===== src/rtl/fetch_stage.sv =====
// fetch_stage: IF stage. Generates the PC, fetches over a single-outstanding
// req/ack instruction port and drives the IF/ID pipeline register.
module fetch_stage #(
    parameter logic [31:0] RESET_PC  = 32'h0000_0000,
    parameter logic [31:0] PC_INC    = 32'd4,
    parameter logic [31:0] NOP_INSTR = 32'h0000_0000
) (
    input  logic        clk,
    input  logic        rst,
    input  logic        freeze,
    input  logic        branchTaken,
    input  logic [31:0] branchAddr,
    output logic        imemReq,
    output logic [31:0] imemAddr,
    input  logic        imemAck,
    input  logic [31:0] imemData,
    output logic [31:0] PC,
    output logic [31:0] instruction,
    output logic        valid
);

    typedef enum logic [1:0] {
        FETCH = 2'd0,
        KILL  = 2'd1,
        HOLD  = 2'd2
    } state_t;

    state_t      state, state_next;
    logic [31:0] pc;
    logic [31:0] pc_inc;
    logic [31:0] kill_addr;
    logic [31:0] hold_pc;
    logic [31:0] hold_instr;
    logic        ack;

    // Ack only counts while we are actually requesting.
    assign ack    = imemReq & imemAck;
    assign pc_inc = pc + PC_INC;

    // State register.
    always_ff @(posedge clk or negedge rst) begin
        if (!rst) state <= FETCH;
        else      state <= state_next;
    end

    // Next-state logic; a branch in KILL keeps the wrong-path request alive.
    always_comb begin
        state_next = state;
        case (state)
            FETCH: begin
                if (branchTaken)        state_next = ack ? FETCH : KILL;
                else if (ack && freeze) state_next = HOLD;
            end
            KILL:    if (!branchTaken && ack)      state_next = FETCH;
            HOLD:    if (branchTaken || !freeze)   state_next = FETCH;
            default:                               state_next = FETCH;
        endcase
    end

    // Memory port outputs; KILL keeps the abandoned address stable until ack.
    always_comb begin
        imemReq  = (state != HOLD);
        imemAddr = (state == KILL) ? kill_addr : pc;
    end

    // Fetch address, kill address and the freeze hold buffer.
    always_ff @(posedge clk or negedge rst) begin
        if (!rst) begin
            pc         <= RESET_PC;
            kill_addr  <= '0;
            hold_pc    <= '0;
            hold_instr <= '0;
        end else begin
            if (branchTaken)                 pc <= branchAddr;
            else if (state == FETCH && ack)  pc <= pc_inc;

            if (state == FETCH && branchTaken && !ack)
                kill_addr <= pc;

            if (state == FETCH && ack && freeze && !branchTaken) begin
                hold_pc    <= pc_inc;
                hold_instr <= imemData;
            end
        end
    end

    // IF/ID register: flush beats freeze beats load/bubble.
    always_ff @(posedge clk or negedge rst) begin
        if (!rst) begin
            PC          <= '0;
            instruction <= NOP_INSTR;
            valid       <= 1'b0;
        end else if (branchTaken) begin
            PC          <= '0;
            instruction <= NOP_INSTR;
            valid       <= 1'b0;
        end else if (freeze) begin
            PC          <= PC;
            instruction <= instruction;
            valid       <= valid;
        end else if (state == FETCH && ack) begin
            PC          <= pc_inc;
            instruction <= imemData;
            valid       <= 1'b1;
        end else if (state == HOLD) begin
            PC          <= hold_pc;
            instruction <= hold_instr;
            valid       <= 1'b1;
        end else begin
            PC          <= '0;
            instruction <= NOP_INSTR;
            valid       <= 1'b0;
        end
    end

endmodule


===== config.mk =====
export PLATFORM = sky130hd
export DESIGN_NAME = fetch_stage
export DESIGN_NICKNAME = d
export VERILOG_FILES = /design/src/rtl/fetch_stage.sv
export SDC_FILE = /design/constraint.sdc
export NUM_CORES = 1
export LEC_CHECK = 0
export CAP_MARGIN = 20
export CORE_MARGIN = 3
export CORE_UTILIZATION = 53
export CTS_BUF_LIST = sky130_fd_sc_hd__clkbuf_16
export DETAILED_ROUTE_END_ITERATION = 10
export GPL_TIMING_DRIVEN = 0
export PLACE_DENSITY = 0.91
export SYNTH_ARGS = -nofsm -noshare
export SYNTH_HDL_FRONTEND = slang
export SYNTH_SLANG_ARGS = --single-unit

===== constraint.sdc =====
create_clock -name clk -period 2.5 [get_ports clk]
set_clock_uncertainty 0.2 [all_clocks]
set_input_delay 0.375 -clock clk [delete_from_list [all_inputs] [get_ports clk]]
set_output_delay 0.375 -clock clk [all_outputs]
set_load 0.02 [all_outputs]

### After elaboration in Yosys (flattened, before gate mapping)

Index checks and enable logic that the tools add are counted.

| operators by class | value |
|---|---|
| multiplexer cells | 21 |
| $add $sub $neg | 1 |
| bitwise gates (word level) | 1 |
| reductions and logical operators | 14 |
| eq/ne operators | 7 |

Operators by type and width:

| kind | number |
|---|---|
| two-way mux 32 bit | 11 |
| adder 32 x 3 -> 32 bit (second input constant) | 1 |
| two-way mux 2 bit | 4 |
| logical AND 1 bit | 7 |
| != test 2 bit (second input constant) | 3 |
| one-hot mux 2 bit (3 select lines) | 1 |
| two-way mux 1 bit | 5 |
| logical NOT 1 bit | 3 |
| != test 3 bit (second input constant) | 1 |
| AND reduction 3 bit | 1 |
| equality test 2 x 1 -> 1 bit (second input constant) | 1 |
| equality test 2 bit (second input constant) | 1 |
| logical NOT 2 bit | 1 |
| != test 2 x 1 -> 1 bit (second input constant) | 1 |
| nonzero test 2 bit | 1 |
| AND 1 bit | 1 |
| logical OR 1 bit | 1 |

| storage, ports and cells | value |
|---|---|
| output and inout port bits | 98 |
| logic and storage cells | 52 |
| register bits after elaboration | 195 |
| input port bits | 69 |

### Depth between registers and ports, before layout

| logic depth | value |
|---|---|
| depth in word-level cells | 6 |
| depth in mapped cells | 8 |
| depth with buffers taken out | 6 |

### Least setup slack after synthesis

OpenSTA, ideal clock, no wires.

| timing | value |
|---|---|
| path kind | register to output |
| start point | register state[0] |
| end point | output port imemAddr[10] |
| required time | 1.925 ns |
| data arrival time | 1.537 ns |
| stages on the path, launching flop included | 6 |
| setup slack | 0.388 ns |
| buffers on the path | 3 |
| cells stage by stage | dfrtp_1 > buf_6 > nor2b_1 > clkbuf_1 > clkbuf_1 > mux2_2 |

| between the ends | value |
|---|---|
| word-level cells in the longest chain between the ends | 2 |

RTL lines:

| element | RTL line | source |
|---|---|---|
| start: declaration | 28 | `state_t state, state_next;` |
| start signal: assignment | 43 | `else state <= state_next;` |
| equality test 2 x 1 -> 1 bit | 63 | `imemAddr = (state == KILL) ? kill_addr : pc;` |
| two-way mux 32 bit | 63 |  |
| end: declaration | 14 | `output logic [31:0] imemAddr,` |

Every way passes these cells.

### Final worst setup path

| timing | value |
|---|---|
| start point | register state[0] |
| end point | output port imemAddr[29] |

Same word-level chain as after synthesis.

==> impl_results.md <==
* Total track usage at 28.5%
* Area of the multi-input gates at 0.00401 mm^2
* Status: complete, but fails checks
* Sink Count at 195
* CTS H-Tree Depth at 4
* Wirelength per Cell at 19.9 um
* Ys async rst share at 100%
* CTS tree: built
* Post-synth EDFFs at 0
* 1st-iter DRT viols at 1019
* Post-Place Setup Slack at -879 ps
* Antenna diodes at 0
* Die Ht at 138 um
* First-pass iteration count of the detailed router at 5
* Final period util at 101%
* Maximum number of pins on one net before global-route repair at 125
* Comb pwr share at 23.2%
* Top layer in use: met4
* Register area at 0.00488 mm^2
* RePlAce Congestion at 0.876
* Syn. warnings at 0
* Synthesized cell area at 0.00919 mm^2
* Synth Flop Type: dfrtp_1
* Vias in the first global route at 7999
* Worst hold slack at 280 ps
* Commonest non-fill, non-tap cells in the layout: 192 x dfrtp_1, 185 x nand2_1, 132 x clkdlybuf4s50_1, 84 x nor2_1, 68 x o21ai_0
* Pleak at 5.14 nW
* Routed vias/inst at 6.02
* Count of final max-slew check failures at 0
* First-pass GRT wire length at 42.0 mm
* CP Launch Type: register
* Clk buf depth at 2
* RSZ-0062 raised after global routing: true
* Core ar. at 0.0168 mm^2
* CTS Buf Count at 17
* Post-DRT Antenna Nets at 0
* Internal power at 6.00 mW
* Failing checks: negative setup slack
* Mapped Cells at 949
* Metal3 WL at 2.39 mm
* Final hold violation count at 0
* Max FO, Critical Path at 7
* Top post-synthesis cells by area: dfrtp_1 53%, mux2_2 8.2%, nand2_1 7.6%
* Metal-1 WL at 10.7 mm
* Worst-skew pair later-pin latency at 450 ps
* Most common cell after layout, fill and taps aside: dfrtp_1
* Initial antenna violation count at 0
* Max IR drop VDD at 0.600 mV
* DRT Wirelength at 27.4 mm
* Ratio of cells with drive above 1 in the final layout at 16.9%
* Yosys top cell area share at 53.1%
* Seq/Total Area, Yosys at 53.1%
* Site row count at 47
* Critical path arrival at 1950 ps
* Flop pwr share at 45.7%
* Area Growth Syn to Fin at 29.8%
* Post-synth net total at 1019
* Synthesized area per cell at 9.68 um^2
* Vias at 8310
* Met2 WL post-DR at 13.2 mm
* Clk network pwr share at 31.1%
* Die Area at 0.0189 mm^2
* Post-synth top area cell: dfrtp_1
* Worst slew margin at 56.1%
* Die span in x at 138 um
* GR Overflow Total at 0
* HPWL after DPL at 18.0 mm
* Clock transition at path regs at 70 ps
* Sw Ratio at 31.4%
* I/O Buffers at 166
* Crit path capture type: primary output
* Top-Level Pins at 167
* Synth unique cells at 38
* PwrDens at 733 mW/mm^2
* Synth Register Bits at 195
* Critical Path RT at 1920 ps
* Starting Density at 54.8%
* Final Worst Setup Slack at -20.3 ps
* WS Path Type: register to primary output
* Clock root buffer master: clkbuf_16
* Residual DRC at 0
* # fillers at 1096
* Hold Path Class: register to register
* NetSw at 2.74 mW
* Fmax at 397 MHz
* Final setup viols at 2
* Nets@finish at 1217
* Max-Cap Viols at 0
* Design Power at 8.74 mW
* Worst-Margin Slew at 659 ps
* Post-route minimum period at 2520 ps
per-stage QoR:
step           util [%]  instance area, um^2  TNS (ps)  cells
6_report           71.1                11900     -30.7   1380
5_1_grt            71.1                11900      -712   1380
3_5_place_dp       66.7                11200    -87770   1337
4_1_cts            70.5                11800     -86.1   1375
2_1_floorplan         -                 9190         0    949
3_3_place_gp       66.4                11100  -1457270   1335
Yosys cell counts, types with 8 or more instances:
master and count:
clkbuf_1 60, nand4_1 15, buf_2 12, nor4_1 8
nor3_1 13, o21ai_0 70, nand2_1 185, o21ai_1 12
dfrtp_1 195, nor2_1 84, xnor2_1 33, mux2_2 67
a22oi_1 58, nand3_1 11, a21oi_1 42, xor2_1 24
sequential cells by signal, indices dropped and copies added (netlist names):
name	count
instruction	32
hold_pc	32
valid	1
hold_instr	32
state	2
kill_addr	32
pc	32
PC	32
layout make-up:
| type | instances | area share, % |
|---|---|---|
| timing repair buffer | 181 | 14.5 |
| tap | 220 | 2.31 |
| multi-input combinational | 665 | 33.7 |
| sequential | 195 | 41.0 |
| buffer | 81 | 3.48 |
| inverter | 6 | 0.189 |
| clock buffer | 17 | 3.57 |
| clock inverter | 15 | 1.28 |
cell families (layout without fill, tap and decap cells):
family	count (synthesis)	count (layout)	share of synthesized area, %
adders and majority gates	1	1	0.136
xor gates and xnor gates	57	57	5.44
DFF	195	195	53.1
muxes	69	69	8.43
buffers and inverters	89	300	4.00
AOI/OAI and AO/OA	187	187	11.9
and+or+nand+nor	351	351	16.9
what timing repair did:
item,in CTS,in global routing
setup buffers,4,6
endpoints found under the setup margin,135,150
resized for setup,158,33
endpoints found under the hold margin,123,0
hold buffers,1,0
cloned,1,1
pin swaps,0,2
power groups by stage:
stage | Clock (mW) | Sequential [mW] | Combinational (mW)
after floorplan | 0 | 3.99 | 1.14
after global placement | 0 | 3.99 | 1.89
after detailed placement | 0 | 4.03 | 1.96
after CTS | 2.71 | 3.98 | 1.95
after global routing | 2.85 | 4.05 | 2.19
final | 2.72 | 4.00 | 2.03
path summary, 6_finish.rpt:
path / startpoint / cells past startpoint / slack [ps] / end
worst max register to register: pc[17] / 6 / 10 / pc[30]
worst min-delay path: hold_pc[0] / 2 / 280 / hold_pc[0]
worst min register to register: hold_pc[0] / 2 / 280 / hold_pc[0]
min in group asynchronous: rst / 3 / 380 / PC[29]
max in group asynchronous: rst / 4 / 970 / instruction[21]
worst max-delay path: state[0] / 7 / -20 / imemAddr[29]
metal layers:
layer  GRT usage, %  vias up
met4           11.9        0
li1               -     3627
met3           5.62       98
met5              0        -
met1           38.4     4086
met2           45.4      499
critical path: stages, from the launching register on:
cell and delay (ps):
dfrtp_1 390, buf_6 140, nor2b_4 130, buf_12 150, buf_8 130, buf_12 120
mux2_4 300, buf_6 130
(Power assumes the default switching activity.)
